`src/rtl/divider_restoring_pkg.sv`:
```
// Shared arithmetic definitions for the restoring divider.
// Provides the FSM state encoding, the default operand width and a helper
// that builds the all-ones quotient reported for a zero divisor.
package divider_restoring_pkg;

    localparam int unsigned DEFAULT_WIDTH = 8;
    localparam int unsigned MAX_WIDTH     = 16;

    typedef enum logic [1:0] {
        IDLE = 2'd0,
        CALC = 2'd1,
        DONE = 2'd2
    } state_t;

    // All-ones value of the requested width, zero-extended to MAX_WIDTH.
    function automatic logic [MAX_WIDTH-1:0] all_ones(input int unsigned width);
        logic [MAX_WIDTH-1:0] v;
        v = '0;
        for (int unsigned i = 0; i < MAX_WIDTH; i++) begin
            if (i < width) begin
                v[i] = 1'b1;
            end
        end
        return v;
    endfunction

endpackage

```
`src/rtl/divider_restoring_subtractor_borrow.sv`:
```
// Ripple subtractor: diff = a - b, borrow_out = 1 when a < b (unsigned).
// Built as a ripple adder of a + ~b + 1; borrow is the inverted carry-out.
// Ports:
//   a, b        : WIDTH-bit operands
//   diff        : WIDTH-bit difference (modulo 2**WIDTH)
//   borrow_out  : 1 when the subtraction wrapped
module subtractor_borrow #(
    parameter int unsigned WIDTH = 9
) (
    input  logic [WIDTH-1:0] a,
    input  logic [WIDTH-1:0] b,
    output logic [WIDTH-1:0] diff,
    output logic             borrow_out
);

    logic [WIDTH:0] carry;

    assign carry[0] = 1'b1;

    for (genvar i = 0; i < WIDTH; i++) begin : g_bit
        full_adder u_fa (
            .a    (a[i]),
            .b    (~b[i]),
            .cin  (carry[i]),
            .sum  (diff[i]),
            .cout (carry[i+1])
        );
    end

    assign borrow_out = ~carry[WIDTH];

endmodule

// One-bit full adder cell shared with the ripple adder.
module full_adder (
    input  logic a,
    input  logic b,
    input  logic cin,
    output logic sum,
    output logic cout
);

    assign sum  = a ^ b ^ cin;
    assign cout = (a & b) | (a & cin) | (b & cin);

endmodule

```
`src/rtl/divider_restoring.sv`:
```
// Iterative unsigned restoring divider, one quotient bit per clock.
// Optional macro DIV_ZERO_TRAP_EN: a zero divisor finishes one cycle after
// acceptance instead of running the full WIDTH iterations.
// Ports:
//   clock, resetn        : rising-edge clock, async active-low reset
//   start                : request; accepted in IDLE or DONE
//   dividend, divisor    : operands, captured on acceptance
//   busy                 : high while a division is in flight
//   done                 : one-cycle pulse when results update
//   quotient, remainder  : last completed result, held until the next one
//   div_by_zero          : divisor of the current result was zero
module divider_restoring
    import divider_restoring_pkg::*;
#(
    parameter int unsigned WIDTH = DEFAULT_WIDTH
) (
    input  logic             clock,
    input  logic             resetn,
    input  logic             start,
    input  logic [WIDTH-1:0] dividend,
    input  logic [WIDTH-1:0] divisor,
    output logic             busy,
    output logic             done,
    output logic [WIDTH-1:0] quotient,
    output logic [WIDTH-1:0] remainder,
    output logic             div_by_zero
);

    localparam int unsigned CW = $clog2(WIDTH);

`ifdef DIV_ZERO_TRAP_EN
    localparam bit TRAP_EN = 1'b1;
`else
    localparam bit TRAP_EN = 1'b0;
`endif

    state_t           state;
    logic [WIDTH:0]   r;
    logic [WIDTH-1:0] q;
    logic [WIDTH-1:0] divisor_r;
    logic [CW-1:0]    cnt;

    logic [WIDTH:0]   shifted_c;
    logic [WIDTH:0]   diff_c;
    logic             borrow_c;
    logic [WIDTH:0]   r_next_c;
    logic [WIDTH-1:0] q_next_c;

    // R[WIDTH] only guards the trial subtraction; it is never read back.
    logic             r_guard_unused;
    assign r_guard_unused = r[WIDTH];

    // One restoring step: shift in the next dividend bit and try a subtract.
    assign shifted_c = {r[WIDTH-1:0], q[WIDTH-1]};

    subtractor_borrow #(
        .WIDTH (WIDTH + 1)
    ) u_sub (
        .a          (shifted_c),
        .b          ({1'b0, divisor_r}),
        .diff       (diff_c),
        .borrow_out (borrow_c)
    );

    assign r_next_c = borrow_c ? shifted_c : diff_c;
    assign q_next_c = {q[WIDTH-2:0], ~borrow_c};

    // Control FSM, datapath registers and registered outputs.
    always_ff @(posedge clock or negedge resetn) begin
        if (!resetn) begin
            state       <= IDLE;
            r           <= '0;
            q           <= '0;
            divisor_r   <= '0;
            cnt         <= '0;
            busy        <= 1'b0;
            done        <= 1'b0;
            quotient    <= '0;
            remainder   <= '0;
            div_by_zero <= 1'b0;
        end else begin
            case (state)
                IDLE, DONE: begin
                    done <= 1'b0;
                    if (start) begin
                        divisor_r   <= divisor;
                        q           <= dividend;
                        r           <= '0;
                        cnt         <= CW'(WIDTH - 1);
                        state       <= CALC;
                        busy        <= 1'b1;
                        div_by_zero <= 1'b0;
                    end else begin
                        state <= IDLE;
                    end
                end

                CALC: begin
                    if (TRAP_EN && (divisor_r == '0)) begin
                        // q still holds the untouched dividend here.
                        state       <= DONE;
                        busy        <= 1'b0;
                        done        <= 1'b1;
                        quotient    <= WIDTH'(all_ones(WIDTH));
                        remainder   <= q;
                        div_by_zero <= 1'b1;
                    end else begin
                        r   <= r_next_c;
                        q   <= q_next_c;
                        cnt <= cnt - CW'(1);
                        if (cnt == '0) begin
                            state       <= DONE;
                            busy        <= 1'b0;
                            done        <= 1'b1;
                            quotient    <= q_next_c;
                            remainder   <= r_next_c[WIDTH-1:0];
                            div_by_zero <= (divisor_r == '0);
                        end
                    end
                end

                default: begin
                    state <= IDLE;
                    busy  <= 1'b0;
                    done  <= 1'b0;
                end
            endcase
        end
    end

endmodule

```
`config.mk`:
```
export PLATFORM = sky130hd
export DESIGN_NAME = divider_restoring
export DESIGN_NICKNAME = d
export VERILOG_FILES = /design/src/rtl/divider_restoring_pkg.sv /design/src/rtl/divider_restoring_subtractor_borrow.sv /design/src/rtl/divider_restoring.sv
export SDC_FILE = /design/constraint.sdc
export NUM_CORES = 1
export LEC_CHECK = 0
export ABC_AREA = 1
export CAP_MARGIN = 5
export CORE_ASPECT_RATIO = 1.75
export CORE_MARGIN = 4
export CORE_UTILIZATION = 45
export CTS_CLUSTER_SIZE = 10
export DETAILED_ROUTE_END_ITERATION = 6
export GPL_TIMING_DRIVEN = 0
export PLACE_DENSITY = 0.78
export SLEW_MARGIN = 20
export SYNTH_ARGS = -nofsm -noshare
export SYNTH_HDL_FRONTEND = slang
export SYNTH_HIERARCHICAL = 1
export SYNTH_SLANG_ARGS = --single-unit
```
`constraint.sdc`:
```
create_clock -name clock -period 7.29 [get_ports clock]
set_input_delay 1.0935 -clock clock [delete_from_list [all_inputs] [get_ports clock]]
set_output_delay 1.0935 -clock clock [all_outputs]
set_load 0.005 [all_outputs]
```
* Yosys cells after proc, flatten, opt, wreduce, memory -nomap -nowiden
Index checks and enable logic that the tools add are counted.
** Storage, ports and cells
- Register bits after elaboration :: 48
- Output and inout bits :: 19
** Operators by class
- Mux-type cells :: 18
- Bitwise operators :: 65
- Add/sub/neg operators :: 1
- Reductions and logical operators :: 10
- Eq/ne operators :: 4
** Operator list (number)
- $pmux W8 S2 :: 2
- $mux W8 :: 3
- $and A1 B1 Y1 :: 23
- $or A1 B1 Y1 :: 18
- $xor A1 B1 Y1 :: 15
- $not A1 Y1 :: 9
- $logic_not A8 Y1 :: 1
- $reduce_and A2 Y1 :: 4
- $mux W1 :: 7
- $pmux W3 S2 :: 1
- $ne A2 B2 Y1 const B :: 2
- $pmux W1 S2 :: 2
- $pmux W2 S2 :: 1
- $logic_not A3 Y1 :: 1
- $mux W3 :: 1
- $reduce_and A3 Y1 :: 1
- $sub A3 B1 Y3 const B :: 1
- $eq A2 B1 Y1 const B :: 1
- $eq A2 B2 Y1 const B :: 1
- $logic_not A2 Y1 :: 1
- $mux W2 :: 1
- $reduce_bool A2 Y1 :: 1
- $reduce_or A2 Y1 :: 1

* Logic depth before layout (Yosys ltp)
Gate-level depths: netlist of run 1.
- Depth after elaboration :: 30
- Gate-level depth with buffers :: 16
- Mapped depth without buffers :: 16

* Modules after synthesis
Netlist of run 1, hierarchy kept.
** Modules (own cells, without submodules)
- divider_restoring :: instances 1, area each 2013.2 µm², cells each 222, sequential area each 1176.1 µm²
- full_adder :: instances 9, area each 20.0 µm², cells each 1, sequential area each 0.0 µm²
- subtractor_borrow :: instances 1, area each 41.3 µm², cells each 11, sequential area each 0.0 µm²

* Least setup slack after synthesis of run 1
No wires, ideal clock.
- Kind :: register -> register
- Start :: reg q[7]
- End :: reg r[0]
- Setup slack :: 2.799 ns
- Library setup time :: 0.128 ns
- Path buffers :: 0
- Data arrival time :: 4.364 ns
- Period minus slack after synthesis :: 4.491 ns
- Stages on the path, launching flop included :: 14
- Cells stage by stage :: dfrtp_1 -> fa_1 -> fa_1 -> fa_1 -> fa_1 -> fa_1 -> fa_1 -> fa_1 -> fa_1 -> fa_1 -> inv_1 -> inv_2 -> o21ai_0 -> o21ai_0
** Between the ends
- Cells in the longest elaborated chain, start to end :: 29
- Elaborated cells between the ends (all ways) :: 38
** Ends and longest elaborated chain
- from (decl) :: line divider_restoring.sv:39 : logic [WIDTH-1:0] q;
- from (signal assigned) :: line divider_restoring.sv:87 : q <= dividend;
- from (signal assigned) :: line divider_restoring.sv:109 : q <= q_next_c;
- $and A1 B1 Y1 :: line divider_restoring_subtractor_borrow.sv:44 : assign cout = (a & b) | (a & cin) | (b & cin);
- $or A1 B1 Y1 * (2 in series) :: line divider_restoring_subtractor_borrow.sv:44
- named net u_sub.carry[1] :: line divider_restoring_subtractor_borrow.sv:16 : logic [WIDTH:0] carry;
- $and A1 B1 Y1 :: line divider_restoring_subtractor_borrow.sv:44
- $or A1 B1 Y1 :: line divider_restoring_subtractor_borrow.sv:44
- $or A1 B1 Y1 * :: line divider_restoring_subtractor_borrow.sv:44
- named net u_sub.carry[2] :: line divider_restoring_subtractor_borrow.sv:16
- $and A1 B1 Y1 :: line divider_restoring_subtractor_borrow.sv:44
- (+2 left out)
- named net u_sub.carry[3] :: line divider_restoring_subtractor_borrow.sv:16
- (+3 left out)
- named net u_sub.carry[4] :: line divider_restoring_subtractor_borrow.sv:16
- (+3 left out)
- named net u_sub.carry[5] :: line divider_restoring_subtractor_borrow.sv:16
- (+3 left out)
- named net u_sub.carry[6] :: line divider_restoring_subtractor_borrow.sv:16
- (+3 left out)
- named net u_sub.carry[7] :: line divider_restoring_subtractor_borrow.sv:16
- (+2 left out)
- $or A1 B1 Y1 * :: line divider_restoring_subtractor_borrow.sv:44
- named net u_sub.carry[8] :: line divider_restoring_subtractor_borrow.sv:16
- $and A1 B1 Y1 :: line divider_restoring_subtractor_borrow.sv:44
- $or A1 B1 Y1 :: line divider_restoring_subtractor_borrow.sv:44
- $or A1 B1 Y1 * :: line divider_restoring_subtractor_borrow.sv:44
- named net u_sub.carry[9] :: line divider_restoring_subtractor_borrow.sv:16
- $mux W8 * :: line divider_restoring.sv:65 : assign r_next_c = borrow_c ? shifted_c : diff_c;
- $pmux W8 S2 * :: line divider_restoring.sv:82 : case (state)
- to (signal assigned) :: line divider_restoring.sv:108 : r <= r_next_c;
- to (decl) :: line divider_restoring.sv:38 : logic [WIDTH:0] r;
Mark *: on every way through the listed nets, which the timed path passes. The rest lies on a longest branch.
A chain may end at the register's enable or synchronous reset.

* Worst setup path after layout of run 1
- Start :: reg q[7]
- End :: reg r[2]
The elaborated chain is that of the path after synthesis.

==> flow_summary.json, run 1 <==
{
  "outcome": "finished clean",
  "critical_path_class": "flop to flop",
  "endpoint_kind": "flop",
  "yosysTopAreaCell": "dfrtp_1",
  "max_stage_delay_ns": 0.44,
  "post_drt_wl_per_cell_um": 13.2,
  "clk_pin_slew_worst_paths_ns": 0.08,
  "avgSynthCellArea_um2": 9.23,
  "hold_viol_final": 0,
  "slew_violations": 0,
  "post_cts_resized": 0,
  "setup_tns_ns": 0,
  "grt.met2_usage_pct": 27.1,
  "synth.top_cells.by_area": "dfrtp_1 (53%), nand2_1 (11%), fa_1 (8.1%)",
  "postCtsSetupBuffers": 0,
  "dieArea_um2": 6200,
  "design.core.area_um2": 4750,
  "synth_cells": 242,
  "worstSetupStartpoint": "q[7]",
  "ff2ff_setup_slack_ns": 2.31,
  "cp_data_required_time_ns": 7.46,
  "slew_headroom_pct": 63.3,
  "grt_pass1_vias": 1702,
  "cts.sinks": 47,
  "hpwl_um": 3400,
  "r2r_start": "q[7]",
  "cp-start-kind": "flop",
  "insertion_delay_ns": 0.29,
  "drive_above_1_share_pct": 11.8,
  "grt_antenna_before_repair": 0,
  "hold_path_class": "flop to flop",
  "syn_nets": 272,
  "grt-ovfl-total": 0,
  "cts-root-buf": "clkbuf_8",
  "synth_area_um2": 2230,
  "grt_start_max_net_pins": 26,
  "place_area_um2": 2690,
  "fmax_mhz": 201,
  "fin_crit_sh_pct": 68.4,
  "initialDrtViolationCount": 35,
  "reg2reg_depth": 13,
  "worst_path_most_repeated_cell": "fa_1",
  "cts_made_buffers": 5,
  "drc": 0,
  "use_met1_pct": 22.3,
  "yosysSeqAreaShare_pct": 52.6,
  "drv_cap": 0,
  "worst_slew_pin_slew_ns": 0.550,
  "cts_buffer_depth": 2,
  "layout_commonest_cell": "nand2_1",
  "routed_wl_um": 4500,
  "grt_busiest_layer": "met2",
  "rr_endpoint": "r[2]",
  "first_pass_iters": 4,
  "io-pin-count": 38,
  "portBuffers": 37,
  "detail-route-antenna-nets": 0,
  "p_per_area_nw_per_um2": 445,
  "cp_slowest_cell": "dfrtp_1",
  "post-route-min-period_ns": 4.98,
  "setup_viol": 0,
  "syn_to_final_growth_pct": 25.0,
  "stdcell_area_um2": 2790,
  "crit_arrival_ns": 5.15,
  "yosysTopAreaCellShare_pct": 52.6,
  "crit_end": "r[2]",
  "start_util_pct": 47.1,
  "power.total_mw": 1.24,
  "skew_ns": 0.00382,
  "path_max_fanout": 10,
  "nNetsFinal": 317,
  "gp_congestion": 0.818,
  "cp_cell_sequence": "fa_1 -> fa_1 -> fa_1 -> fa_1 -> fa_1 -> fa_1 -> fa_1 -> fa_1 -> fa_1 -> inv_1 -> inv_2 -> o21ai_0 -> o21ai_0",
  "diodes": 0,
  "rsz0062_at_grt": "no",
  "track_usage_pct": 17.0,
  "fp.dieH_um": 101,
  "power_leakage_nw": 1.34,
  "cts_tree": "yes",
  "cts_max_level": 2,
  "ys_ff_latch": 47,
  "die_w_um": 61.3,
  "vias": 1691,
  "rows": 33,
  "vdd_drop_max_mv": 0.244,
  "met3_usage_pct": 3.06,
  "hold_buffers": 0,
  "final_cell_mix": "nand2_1 (64), dfrtp_1 (47), clkdlybuf4s50_1 (36)",
  "synth_cell_type_count": 23,
  "grt_pass1_wl_um": 7850,
  "avgViaCountPerCell": 4.97,
  "yosys_warnings": 6
}
power by group:
part,switching [mW],internal (mW)
Combinational,0.323,0.278
Clock,0.0815,0.0866
Sequential,0.0862,0.388
Total,0.491,0.753
cell type report:
class,instances,area (µm²)
Buffer,8,58.8
Multi-Input combinational cell,162,905
Sequential cell,47,1180
Clock buffer,8,100
Timing Repair Buffer,38,393
Inverter,25,95.1
Fill cell,410,1960
Tap cell,52,65.1
synth_stat cells, drive strengths merged:
cell type and number:
nand3 7, or2 7, inv 24, a21oi 12, nand2 66, a22oi 1
o211ai 1, dfrtp 47, fa 9, conb 2, nor3 2, buf 8
clkinv 1, nor2 18, xnor2 1, o21ai 34, ha 2
registers in the layout, indices dropped and copies added (netlist names):
name and cells:
busy 1, cnt 3, div_by_zero 1, divisor_r 8, q 8, quotient 8
r 8, remainder 8, state 2
worst max-delay path, delay by kind of cell, from the launching register on:
kind,cells,cell delay [ns]
AOI/OAI and AO/OA,2,0.43
adders and majority gates,9,3.60
buffers and inverters,2,0.38
DFF,1,0.44
logic make-up (layout without fill, tap and decap cells):
| group | Yosys count | in the layout | share of synthesized area, % |
|---|---|---|---|
| buffers and inverters | 33 | 79 | 6.89 |
| DFF | 47 | 47 | 52.6 |
| and+or+nand+nor | 100 | 100 | 19.0 |
| adders and majority gates | 11 | 11 | 9.18 |
| xor gates and xnor gates | 1 | 1 | 0.392 |
| AOI/OAI and AO/OA | 48 | 48 | 11.5 |
| other | 2 | 2 | 0.336 |
stage by stage:
step,worst slack (ns),std cells,hold slack [ns],util (%)
3_5_place_dp,2.32,332,0.470,56.7
2_1_floorplan,2.80,242,0.464,-
4_1_cts,2.31,340,0.492,58.8
3_3_place_gp,2.40,331,0.464,56.2
6_report,2.31,340,0.487,58.8
5_1_grt,2.08,340,0.521,58.8
per-layer routing:
metal | up-vias | share of wire, %
met4 | 0 | 1.9
li1 | 848 | -
met1 | 796 | 43
met2 | 42 | 51
met3 | 5 | 3.7
met5 | - | 0
worst min-delay path by stage:
stage	end	cells after the start	start
final	quotient[4]	2	quotient[4]
after global routing	quotient[0]	2	quotient[0]
after CTS	quotient[4]	2	quotient[4]
after detailed placement	quotient[4]	2	quotient[4]
after global placement	quotient[4]	2	quotient[4]
after floorplan	quotient[2]	2	q[1]
(Power assumes the default switching activity.)
==> run 2, diff against run 1 <==
Settings changed: PLACE_DENSITY 0.78 to 0.81.
Clock period 7.29 ns to 4.42 ns, I/O delays scaled along.
==> run 2 against run 1 <==
Combinational power up 90%; sequential power is 67% higher; sequential share of layout area decreased by 1.0 points; final cell count rose by 0.59%; largest power group unchanged; die area did not move; first-iteration DRC count is 34% lower; highest routed layer unchanged; largest cell class unchanged.
==> flow_summary.json, run 2 (synthesized netlist as in run 1, its figures left out) <==
{
  "multi_input_area_um2": 958,
  "cp-start-kind": "flop",
  "met3_usage_pct": 3.70,
  "grt_antenna_before_repair": 0,
  "p_per_area_nw_per_um2": 766,
  "fmax_mhz": 230,
  "dieArea_um2": 6200,
  "max_stage_delay_ns": 0.45,
  "drv_cap": 0,
  "place_area_um2": 2690,
  "cp_cell_sequence": "fa_1 -> fa_2 -> fa_2 -> fa_2 -> fa_2 -> fa_2 -> fa_2 -> fa_2 -> fa_2 -> inv_4 -> inv_4 -> o21ai_2 -> o21ai_0",
  "hold_viol_final": 0,
  "pre_cts_ws_ns": -0.458,
  "cts_buffer_depth": 2,
  "slew_violations": 0,
  "dp.cells": 332,
  "setup_tns_ns": 0,
  "cpLargestDelayFamily": "adder cells",
  "r2r_start": "q[7]",
  "track_usage_pct": 17.7,
  "outcome": "finished clean",
  "final_cell_mix": "nand2_1 (64), dfrtp_1 (47), clkdlybuf4s50_1 (36)",
  "grt_pass1_wl_um": 8100,
  "power.total_mw": 2.19,
  "crit_arrival_ns": 4.52,
  "layout_commonest_cell": "nand2_1",
  "cts.sinks": 47,
  "nNetsFinal": 320,
  "use_met1_pct": 20.5,
  "gp_congestion": 0.815,
  "routed_wl_um": 4860,
  "cp_data_required_time_ns": 4.60,
  "path_max_fanout": 9,
  "post-route-min-period_ns": 4.34,
  "detail-route-antenna-nets": 0,
  "fp.dieH_um": 101,
  "post-route-util_pct": 60.3,
  "design.core.area_um2": 4750,
  "fin_ws_ns": 0.0779,
  "cts_tree": "yes",
  "fillCellCount": 371,
  "cts_max_level": 2,
  "ff2ff_setup_slack_ns": 0.08,
  "post_drt_wl_per_cell_um": 14.2,
  "start_util_pct": 47.1,
  "cts-root-buf": "clkbuf_8",
  "regArea_um2": 1180,
  "fin_cells": 342,
  "vias": 1771,
  "rr_endpoint": "r[1]",
  "grt_start_max_net_pins": 32,
  "hold_path_class": "input port to asynchronous set/reset pin",
  "hold_buffers": 0,
  "portBuffers": 37,
  "io-pin-count": 38,
  "power_leakage_nw": 1.35,
  "grt.met2_usage_pct": 30.1,
  "hpwl_um": 3490,
  "avgViaCountPerCell": 5.18,
  "initialDrtViolationCount": 23,
  "critical_path_class": "flop to flop",
  "clk_pin_slew_worst_paths_ns": 0.08,
  "stdcell_area_um2": 2860,
  "die_w_um": 61.3,
  "cts_made_buffers": 5,
  "endpoint_kind": "flop",
  "crit_buf_inv": 2,
  "slew_headroom_pct": 50.3,
  "syn_to_final_growth_pct": 28.1,
  "cp_slowest_cell": "fa_1",
  "rsz0062_at_grt": "no",
  "timing.hold.ws_ns": 0.425,
  "first_pass_iters": 4,
  "reg2reg_depth": 13,
  "rows": 33,
  "worst_path_most_repeated_cell": "fa_2",
  "fin_crit_sh_pct": 98.2,
  "grt-ovfl-total": 0,
  "skew_ns": 0.00521,
  "diodes": 0,
  "setup_viol": 0,
  "grt_busiest_layer": "met2",
  "drc": 0,
  "grt_pass1_vias": 1820,
  "insertion_delay_ns": 0.30,
  "vdd_drop_max_mv": 0.432,
  "worst_slew_pin_slew_ns": 0.746,
  "drive_above_1_share_pct": 18.3
}
-- run 2: cell count changes in the layout (fill, tap and decap cells not counted) --
cell / delta
inv_2: -1
buf_4: +2
o21ai_1: +2
clkbuf_8: -1
o21ai_2: +6
clkinv_2: +1
clkbuf_1: -1
fa_2: +8
o21ai_4: +1
fa_1: -8
inv_4: +2
o21ai_0: -9
inv_1: -1
clkinvlp_4: +1
-- run 2: worst max-delay path by stage --
stage,startpoint,endpoint,slack (ns),cells after the start
final,q[7],r[1],0.08,13
after global routing,divisor_r[0],r[6],0.009,14
after CTS,q[7],r[1],0.003,13
after detailed placement,q[7],r[2],-0.46,13
after global placement,q[7],r[2],-0.40,13
after floorplan,q[7],r[0],-0.02,13
-- run 2: cell type report --
type | count | share of cell area, %
Buffer | 8 | 2.06
Clock buffer | 6 | 2.89
Clock inverter | 1 | 0.175
Inverter | 25 | 3.50
Multi-Input combinational cell | 162 | 33.5
Sequential cell | 47 | 41.1
Tap cell | 52 | 2.27
Timing Repair Buffer | 40 | 14.3
Timing Repair inverter | 1 | 0.262
-- run 2: worst reg2reg max path: stages, from the launching register on --
cell	delay, ns
dfrtp_1	0.42
fa_1	0.45
fa_2	0.35
fa_2	0.35
fa_2	0.36
fa_2	0.36
fa_2	0.37
fa_2	0.35
fa_2	0.35
fa_2	0.40
inv_4	0.10
inv_4	0.08
o21ai_2	0.17
o21ai_0	0.10
-- run 2: power by group --
| part | leakage [nW] | switching [mW] | internal [mW] |
|---|---|---|---|
| Sequential | 0.573 | 0.153 | 0.640 |
| Combinational | 0.730 | 0.606 | 0.532 |
| Clock | 0.0470 | 0.137 | 0.123 |
-- run 2: what timing repair did --
| action | CTS | global route |
|---|---|---|
| setup endpoints to repair | 18 | 17 |
| setup buffers | 2 | 0 |
| cloned | 1 | 0 |
| gates resized for setup | 20 | 8 |
| pin swaps | 1 | 1 |
-- run 2: metal layers --
layer | wire length, µm | up-vias
met5 | 0 | -
met4 | 127 | 0
met3 | 176 | 12
met2 | 2610 | 48
met1 | 1950 | 858
li1 | - | 853
